`src/rtl/btn_cmd_scheduler.sv`:
```
// btn_cmd_scheduler: round-robin arbiter turning button pulses into a gapped valid/ready command stream
module btn_cmd_scheduler #(
  parameter int GAP_CYC = 16
) (
  input  logic       clk,
  input  logic       rst,
  input  logic [3:0] btn_pulse,
  input  logic       cmd_ready,
  input  logic       ovf_clr,
  output logic       cmd_valid,
  output logic [7:0] cmd_data,
  output logic [3:0] pending,
  output logic       busy,
  output logic       overflow
);
  typedef enum logic [1:0] {IDLE, ISSUE, GAP} state_t;
  state_t     state;
  logic [1:0] rr_ptr;
  logic [1:0] grant_id;
  logic [1:0] gnt;
  logic [5:0] seq;
  logic [7:0] gap_cnt;
  logic       accept;
  logic [3:0] clr_mask;
  logic [3:0] keep;
  assign accept   = cmd_valid && cmd_ready;
  assign clr_mask = accept ? 4'(4'b0001 << grant_id) : 4'b0000;
  assign keep     = pending & ~clr_mask;
  assign busy     = state != IDLE;
  // descending walk so the first pending index at or after rr_ptr wins
  always_comb begin
    gnt = rr_ptr;
    for (int k = 3; k >= 0; k--)
      if (pending[2'(rr_ptr + 2'(k))]) gnt = 2'(rr_ptr + 2'(k));
  end
  always_ff @(posedge clk or posedge rst) begin
    if (rst) begin
      state     <= IDLE;
      rr_ptr    <= '0;
      grant_id  <= '0;
      seq       <= '0;
      gap_cnt   <= '0;
      cmd_valid <= 1'b0;
      cmd_data  <= '0;
      pending   <= '0;
      overflow  <= 1'b0;
    end else begin
      pending  <= keep | btn_pulse;
      overflow <= |(btn_pulse & keep) || (overflow && !ovf_clr);
      case (state)
        IDLE: if (|pending) begin
          grant_id  <= gnt;
          cmd_data  <= {gnt, seq};
          cmd_valid <= 1'b1;
          state     <= ISSUE;
        end
        ISSUE: if (cmd_ready) begin
          cmd_valid <= 1'b0;
          seq       <= seq + 6'd1;
          rr_ptr    <= grant_id + 2'd1;
          gap_cnt   <= 8'(GAP_CYC);
          state     <= GAP;
        end
        GAP: begin
          gap_cnt <= gap_cnt - 8'd1;
          if (gap_cnt == 8'd1) state <= IDLE;
        end
        default: state <= IDLE;
      endcase
    end
  end
endmodule

```
`config.mk`:
```
export PLATFORM = sky130hd
export DESIGN_NAME = btn_cmd_scheduler
export DESIGN_NICKNAME = d
export VERILOG_FILES = /design/src/rtl/btn_cmd_scheduler.sv
export SDC_FILE = /design/constraint.sdc
export NUM_CORES = 1
export LEC_CHECK = 0
export BUFFER_PORTS_ARGS = -buffer_cell sky130_fd_sc_hd__buf_4
export CORE_MARGIN = 2
export CORE_UTILIZATION = 45
export CTS_BUF_LIST = sky130_fd_sc_hd__clkbuf_8 sky130_fd_sc_hd__clkbuf_16
export CTS_CLUSTER_SIZE = 28
export DETAILED_ROUTE_END_ITERATION = 8
export GPL_TIMING_DRIVEN = 1
export HOLD_SLACK_MARGIN = 0.03
export PLACE_DENSITY = 0.63
export SYNTH_ARGS = -nofsm -noshare
export SYNTH_HDL_FRONTEND = slang
export SYNTH_SLANG_ARGS = --single-unit
export TNS_END_PERCENT = 30
```
`constraint.sdc`:
```
create_clock -name clk -period 2.5 [get_ports clk]
set_clock_uncertainty 0.15 [all_clocks]
set_input_delay 0.5 -clock clk [delete_from_list [all_inputs] [get_ports clk]]
set_output_delay 0.5 -clock clk [all_outputs]
set_load 0.01 [all_outputs]
```
==> results.md, run 1 <==
- Syn_area_per_cell: about 11 um^2
- Crit path required time: between 2 and 3 ns
- Mapped Area: 1570 um^2
- Worst EP arrival: between 1.5 and 2 ns
- Routed len/inst: ~15 um
- Yosys warns: 0
- Synth Area in Compound Gates: 0.119
- Fin cells: about 210
- Fin util: 0.570
- CTS Buf Count: 5
- Sink Count: 32
- First-pass GRT wire length: 5.49 mm
- Footprint of the multi-input gates: a little over 700 um^2
- Worst r2r src: pending[3]
- Vias: ~1,100
- Post-route cell area: approximately 1900 um^2
- Hold Fails Final Rpt: 0
- Most frequent cells in the layout: dfrtp_1, buf_4, nand2_1
- Slew Limit Fails: 0
- Clk pin slew, worst setup/hold paths: ~0.070 ns
- Placed cell areas: approximately 1800 um^2
- FP Rows: 21
- Hold WC Path Type: input pin to async pin
- Yosys reg bits: 32
- Die W: about 63 um
- Placement Setup Slack: 0.546 ns
- Post-synthesis mux area share: 0.0701
- Sequential fraction of the synthesis area: 0.510
- Gr ovfl total: 0
- Gate Count Post-Synth: roughly 140
- CP Launch Type: flip-flop
- Fraction of the cycle the final worst path needs: 0.790
- Crit-path slowest cell: or2_1
- I/O pins: 23
- Final Setup Violations: 0
- HPWL after DPL: between 2 and 2.5 mm
- Buffer depth of the longest clock path: 2
- Layout cells sized above 1: 0.263
- Async S/R FF share, synth: 1.00
- Simple-gate share of the synthesized area: 0.173
- DRT Wirelength: ~3.1 mm
- Buf/Inv on CP: 0
- Static leakage: ~0.88 nW
- Crit path time final: between 1.5 and 2 ns
- N_diodes: 0
- Clk root buf: clkbuf_8
- Slew margin rel.: 0.663
- Slowest stage delay, CP: ~0.47 ns
- Setup repair bufs after CTS: 0
- Inst Count DP: slightly above 200
- Max Cap Viol: 0
- Largest net degree at the start of global routing: 33
- CP top delay family: simple AND/OR/NAND/NOR gates
- Initial Utilization: 0.471
- Max FO, Critical Path: 9
- IO Port Bufs: 22
- Unique masters post-synth: 39
- Synthesized Nets: between 150 and 200
- Fin nets: ~180
- Worst vdd rail ir drop: a little under 0.5 mV
- CTS tree: built
- Power Dens Cells: 1220 nW/um^2
- Synth Flop Type: dfrtp_1
- Post-route setup TNS: 0 ns
- RSZ-0062 raised after global routing: no
- Worst Tran Pin Value: 0.505 ns
- Residual DRC: 0
- Setup slack after layout: 0.526 ns
- Die Area: between 3000 and 4000 um^2
- GRT Overall Usage: 0.179
- Layout area overhead: 20.9%
- Register area: about 800 um^2
- Critical path, cell by cell: nor4_1 -> or2_1 -> mux2_4
- CP endpoint kind: flip-flop
- Initial antenna violation count: 0
- H-tree depth: 2
- Vias in the first global route: about 1,200
- Main combinational cell family by area after synthesis: simple AND/OR/NAND/NOR gates
- Worst setup path startpoint: pending[3]
- Post-Synth XOR/XNOR Area: 0.0334
- RD Place Congestion: 0.748
- Worst-Skew Late Latency: around 0.28 ns
- Drt first pass iters: 4
- Status: finished clean
- Synth Area in Adders: 0.0557
- Cts repair resizes: 0
- Most common cell after layout, fill and taps aside: dfrtp_1
- DR iter-0 viols: 46
- Post-synth EDFFs: 0
- Via density: approximately 5.4
- Max Clk Rate: ~0.51 GHz
- Total of fill cells in the finished design: approximately 290
- Antenna Violating Nets Remaining: 0
- Die extent in y: approximately 63 um
- Core Area: about 3300 um^2
- Critical path class: flip-flop to flip-flop
- CTS Hold Buffers Added: 0
sequential cells by signal (all words and copies together) (netlist names):
signal / cells
cmd_data: 8
cmd_valid: 1
gap_cnt: 8
overflow: 1
pending: 4
rr_ptr: 2
seq: 6
state: 2
cell families after synthesis:
| logic type | Yosys count |
|---|---|
| buffers and inverters | 14 |
| adder cells (fa/ha/maj) | 7 |
| flip-flops | 32 |
| XOR/XNOR | 6 |
| AO/OA/AOI/OAI | 25 |
| multiplexers | 8 |
| AND/OR/NAND/NOR | 49 |
per-stage QoR:
step / power [W] / hold slack, ns
4_1_cts: 0.00234 / 0.161
3_5_place_dp: 0.00179 / 0.339
3_3_place_gp: 0.00175 / 0.335
2_1_floorplan: 0.00151 / 0.296
5_1_grt: 0.00248 / 0.195
6_report: 0.00232 / 0.146
worst paths after layout:
path / to / slack (ns) / cells after the start
max: cmd_data[2] / 0.53 / 3
min: cmd_data[5] / 0.15 / 3
max reg2reg: cmd_data[2] / 0.53 / 3
min reg2reg: seq[5] / 0.35 / 1
max in group asynchronous: state[0] / 1.76 / 3
min in group clk: pending[1] / 0.25 / 2
synthesized netlist by cell type (all sizes together) (2+ instances only):
master / instances / share of area
inv: 9 / 0.021
mux2i: 2 / 0.013
o21ai: 3 / 0.0096
nand4: 4 / 0.016
clkbuf: 3 / 0.0072
mux2: 6 / 0.057
nor4: 2 / 0.012
a21o: 4 / 0.019
dfrtp: 32 / 0.51
o31ai: 3 / 0.014
or2: 2 / 0.0096
buf: 2 / 0.010
a21oi: 4 / 0.013
nand2b: 4 / 0.016
nand3: 7 / 0.022
nand2: 16 / 0.038
o41ai: 3 / 0.017
nor2: 6 / 0.014
ha: 7 / 0.056
xnor2: 6 / 0.033
area by class of cell:
| cell class | count | area share |
|---|---|---|
| clock inverter | 1 | 0.0158 |
| timing repair buffer | 23 | 0.0908 |
| tap | 46 | 0.0303 |
| clock buffer | 7 | 0.0507 |
| inverter | 9 | 0.0178 |
| multi-input combinational | 95 | 0.373 |
| sequential | 32 | 0.421 |
tightest hold or removal path: stages:
cell   delay, ns
buf_4       0.11
inv_1       0.04
buf_4       0.35
metal layers:
metal	vias to the layer above	share of wire	GRT usage
li1	550	-	-
met3	7	0.038	0.0607
met2	20	0.51	0.290
met5	-	0	0
met1	569	0.44	0.219
met4	0	0.015	0.0694
report_power, final:
| group | leakage, nW | total (W) | switching (W) | internal, W |
|---|---|---|---|---|
| clock | 0.0645 | 0.000539 | 0.000188 | 0.000351 |
| sequential | 0.387 | 0.000950 | 0.000236 | 0.000714 |
| combinational | 0.430 | 0.000827 | 0.000393 | 0.000434 |
| total | 0.882 | 0.00232 | 0.000817 | 0.00150 |
(Power assumes the default switching activity.)
==> run 2, diff against run 1 <==
clock period = 1.85 ns   (was 2.5 ns; I/O delays follow)
==> run 2 against run 1 <==
Global-route usage is 0.15 points higher. Via count is 1.0% higher. Flip-flop and latch count stayed put. Count of clock-buffer cells in the layout is 2 lower. Final cell count is 4.2% higher. Core utilization is 1.9 points higher. Hold slack worse by 0.028 ns. First-iteration DRC count is 17% higher.
==> results.md, run 2 (same netlist as run 1, synthesis figures left out) <==
- Worst setup path startpoint: state[1]
- Post-route setup TNS: 0 ns
- I/O pins: 23
- Setup slack after layout: 0.160 ns
- Max FO, Critical Path: 8
- CP endpoint kind: output pin
- Worst vdd rail ir drop: around 0.9 mV
- Die W: ~63 um
- Max Cap Viol: 0
- Slew Limit Fails: 0
- IO Port Bufs: 22
- Sequential power share: 0.398
- Vias: ~1,200
- Clk pin slew, worst setup/hold paths: around 0.07 ns
- Clk root buf: clkbuf_8
- Crit path required time: about 1.3 ns
- Final Setup Violations: 0
- Drt first pass iters: 4
- Worst EP arrival: between 1 and 1.5 ns
- Int Power: between 0.002 and 0.0025 W
- Sw Share: 0.360
- Slew margin rel.: 0.658
- Layout cells sized above 1: 0.307
- HPWL after DPL: around 2.4 mm
- CTS tree: built
- Layout area overhead: 25.0%
- Gr ovfl total: 0
- Fin nets: between 150 and 200
- Initial antenna violation count: 0
- Most frequent cells in the layout: dfrtp_1, buf_4, nand2_1
- RSZ-0062 raised after global routing: no
- Max Clk Rate: about 0.6 GHz
- Inst Count DP: around 210
- Hold Fails Final Rpt: 0
- H-tree depth: 2
- Via density: 5.22
- Fraction of the cycle the final worst path needs: 0.913
- Hold WS: approximately 0.12 ns
- Initial Utilization: 0.471
- Placement Setup Slack: -0.0324 ns
- N_diodes: 0
- RD Place Congestion: 0.836
- Buffer depth of the longest clock path: 2
- Worst R2R End: gap_cnt[7]
- Sink Count: 32
- First-pass GRT wire length: between 5 and 6 mm
- Critical path class: flip-flop to output pin
- R2R depth: 3
- Logic gate share of total power: 0.390
- Crit path time final: 1.69 ns
- Core Area: ~3300 um^2
- Status: finished clean
- Clock share of power: 0.212
- DR iter-0 viols: between 50 and 60
- Setup repair bufs after CTS: 0
- Vias in the first global route: roughly 1,100
- Static leakage: ~0.9 nW
- Fin cells: around 220
- Reg2reg setup slack: about 0.18 ns
- Antenna Violating Nets Remaining: 0
- Hold WC Path Type: input pin to flip-flop
- Power Dens Cells: 1600 nW/um^2
- Routed len/inst: 14.3 um
- Die Area: around 4000 um^2
- Top flop regs: cmd_data x8, gap_cnt x8, seq x6
- Net Switching: approximately 0.0011 W
- Crit path to: busy
- Most common cell after layout, fill and taps aside: dfrtp_1
- Worst-Skew Late Latency: a little under 0.3 ns
- CP Launch Type: flip-flop
- Residual DRC: 0
- FP Rows: 21
- DRT Wirelength: between 3 and 4 mm
- Die extent in y: approximately 63 um
- Worst r2r src: gap_cnt[0]
- Largest net degree at the start of global routing: 13
- CTS Buf Count: 5
- GRT Overall Usage: 0.180
- Worst Tran Pin Value: between 0.5 and 0.6 ns
==> run 2: area by class of cell <==
class / instances / area [um^2]
sequential: 32 / 801
multi-input combinational: 95 / 718
tap: 46 / 57.6
clock inverter: 3 / 42.5
fill: 311 / 1370
clock buffer: 5 / 68.8
inverter: 9 / 33.8
timing repair buffer: 32 / 243
==> run 2: timing repair <==
action                                 4_1_cts  5_1_grt
hold buffers                                 1        0
cloned                                       0        0
gates resized for setup                      1        1
setup endpoints to repair                    6        6
endpoints found under the hold margin        9        0
==> run 2: how the worst min path moves through the flow <==
stage	from	endpoint	slack (ns)	cells past startpoint
2_1_floorplan	seq[5]	seq[5]	0.30	1
3_3_place_gp	rst	rr_ptr[1]	0.23	2
3_5_place_dp	rst	cmd_valid	0.24	2
4_1_cts	btn_pulse[3]	pending[3]	0.12	2
5_1_grt	btn_pulse[3]	pending[3]	0.11	2
6_report	btn_pulse[3]	pending[3]	0.12	2
==> run 2: per-layer routing <==
layer  track usage  part of all wire  vias up
li1              -                 -      569
met1         0.243              0.47      568
met2         0.275              0.48       17
met3        0.0536             0.039        4
met4        0.0639             0.013        0
met5             0                 0        -
==> run 2: through the flow <==
step / power [W] / area, um^2 / utilization
after floorplan: 0.00204 / 1570 / -
after global placement: 0.00242 / 1830 / 0.550
after detailed placement: 0.00249 / 1830 / 0.550
after CTS: 0.00317 / 1960 / 0.587
after global routing: 0.00339 / 1960 / 0.589
final: 0.00315 / 1960 / 0.589
==> run 2: worst max-delay path, stage by stage, from the launching register on <==
cell	delay, ns
dfrtp_1	0.44
or2_4	0.30
buf_4	0.15
==> run 2: power by group through the flow <==
stage               registers [W]  clock network, W  logic (W)
floorplan                 0.00125                 0   0.000789
global placement          0.00124                 0    0.00118
detailed placement        0.00126                 0    0.00122
CTS                       0.00125          0.000679    0.00124
global route              0.00130          0.000716    0.00137
finish                    0.00125          0.000668    0.00123
==> run 3, diff against run 2 <==
SETUP_SLACK_MARGIN = 0.5   (was not set)
==> run 3 against run 2 <==
Hold slack is essentially flat. Global-route usage shrank 0.27 points. Flip-flop and latch count is the same. First-iteration DRC count grew 13%. Worst setup slack gained 0.047 ns. Non-clock buffer count grew 10. Total power grew 6.1%. Combinational power grew 16%. Clock power shrank 0.7%. Critical path type unchanged. Critical endpoint unchanged. Largest power group is now combinational logic.
==> results.md, run 3 (same netlist as run 1, synthesis figures left out) <==
- Vias in the first global route: about 1,100
- Most common cell after layout, fill and taps aside: buf_4
- Hold WS: between 0.1 and 0.15 ns
- DRT Wirelength: 3.26 mm
- Net Switching: ~0.0012 W
- Fin nets: around 200
- CP endpoint kind: output pin
- Top flop regs: cmd_data x8, gap_cnt x8, seq x6
- Power Dens Cells: between 1500 and 2000 nW/um^2
- Max Cap Viol: 0
- Slew margin rel.: 0.647
- Die extent in y: about 63 um
- Sequential power share: 0.372
- Initial Utilization: 0.471
- Drt first pass iters: 4
- Sink Count: 32
- First-pass GRT wire length: ~5.3 mm
- Largest net degree at the start of global routing: 33
- Die W: 63.1 um
- Worst Tran Pin Value: 0.528 ns
- DR iter-0 viols: about 60
- Footprint of the multi-input gates: between 700 and 800 um^2
- Buffer depth of the longest clock path: 2
- I/O pins: 23
- HPWL after DPL: ~2.2 mm
- Critical path class: flip-flop to output pin
- Initial antenna violation count: 0
- Layout area overhead: 32.6%
- Clock share of power: 0.199
- Final Setup Violations: 0
- Status: finished clean
- CTS tree: built
- Worst-Skew Late Latency: between 0.2 and 0.3 ns
- Crit path time final: ~1.6 ns
- Register area: 806 um^2
- Max Clk Rate: between 0.6 and 0.7 GHz
- Core Area: ~3300 um^2
- IO Port Bufs: 22
- Slew Limit Fails: 0
- CTS Buf Count: 5
- Worst vdd rail ir drop: approximately 0.77 mV
- RSZ-0062 raised after global routing: yes
- Clk pin slew, worst setup/hold paths: roughly 0.070 ns
- Worst EP arrival: between 1 and 1.5 ns
- Total of fill cells in the finished design: 288
- Static leakage: 0.979 nW
- N_diodes: 0
- Residual DRC: 0
- Post-route setup TNS: 0 ns
- Sw Share: 0.354
- Vias: approximately 1,200
- Layout cells sized above 1: 0.380
- H-tree depth: 2
- Most frequent cells in the layout: buf_4, dfrtp_1, nand2_1
- GRT Overall Usage: 0.177
- Hold Fails Final Rpt: 0
- RD Place Congestion: 0.760
- Clk root buf: clkbuf_8
- Int Power: 0.00216 W
- Hold WC Path Type: input pin to flip-flop
- Via density: between 5 and 6
- Die Area: 3980 um^2
- Routed len/inst: around 14 um
- CP Launch Type: flip-flop
- Antenna Violating Nets Remaining: 0
- FP Rows: 21
- Crit path required time: about 1.3 ns
- Fraction of the cycle the final worst path needs: 0.888
- Gr ovfl total: 0
- Logic gate share of total power: 0.429
- Max FO, Critical Path: 6
[run 3: power by group through the flow]
stage | clock, W | sequential, W | combinational [W]
floorplan | 0 | 0.00126 | 0.000789
global placement | 0 | 0.00125 | 0.00115
global route | 0.000711 | 0.00128 | 0.00158
finish | 0.000663 | 0.00124 | 0.00143
detailed placement | 0 | 0.00126 | 0.00117
CTS | 0.000681 | 0.00124 | 0.00133
[run 3: worst max-delay path, stage by stage (launching register included)]
cell	delay [ns]
dfrtp_1	0.42
or2_4	0.30
buf_6	0.13
[run 3: final timing paths]
kind                                    from     endpoint  slack [ns]  cells past startpoint
worst min register to register        seq[5]       seq[5]        0.33                      1
worst min-delay path            btn_pulse[0]   pending[0]        0.12                      2
worst max register to register      state[0]   gap_cnt[7]        0.22                      3
min in group asynchronous                rst  cmd_data[7]        0.57                      4
worst max-delay path                state[1]         busy        0.21                      2
max in group asynchronous                rst   gap_cnt[3]        0.66                      4
[run 3: per-stage QoR]
step | cells | utilization | cell area, um^2 | total power (W) | setup WS, ns
after floorplan | 141 | - | 1580 | 0.00205 | 0.239
after global placement | 210 | 0.545 | 1820 | 0.00240 | 0.0977
after detailed placement | 210 | 0.545 | 1820 | 0.00244 | 0.0587
after CTS | 226 | 0.604 | 2020 | 0.00325 | 0.217
after global routing | 233 | 0.625 | 2080 | 0.00358 | 0.106
final | 233 | 0.625 | 2080 | 0.00334 | 0.207
[run 3: cell type report]
type	instances	area share
clock inverters	3	0.0204
repair buffers	42	0.154
multi-input cells	96	0.362
flip-flops and latches	32	0.387
clock buffers	5	0.0330
inverters	9	0.0162
well taps	46	0.0276
[run 3: repair_timing]
action,4_1_cts,5_1_grt
pin swaps,2,6
hold buffers,1,0
endpoints found under the hold margin,12,0
endpoints found under the setup margin,37,43
setup buffers,6,7
cloned,1,0
resized for setup,5,5
[run 3: metal layers]
layer / global-route usage / vias to the layer above / part of all wire
met4: 0.0972 / 0 / 0.021
met2: 0.293 / 19 / 0.51
met3: 0.0339 / 7 / 0.029
li1: - / 589 / -
met1: 0.218 / 577 / 0.44
met5: 0 / - / 0
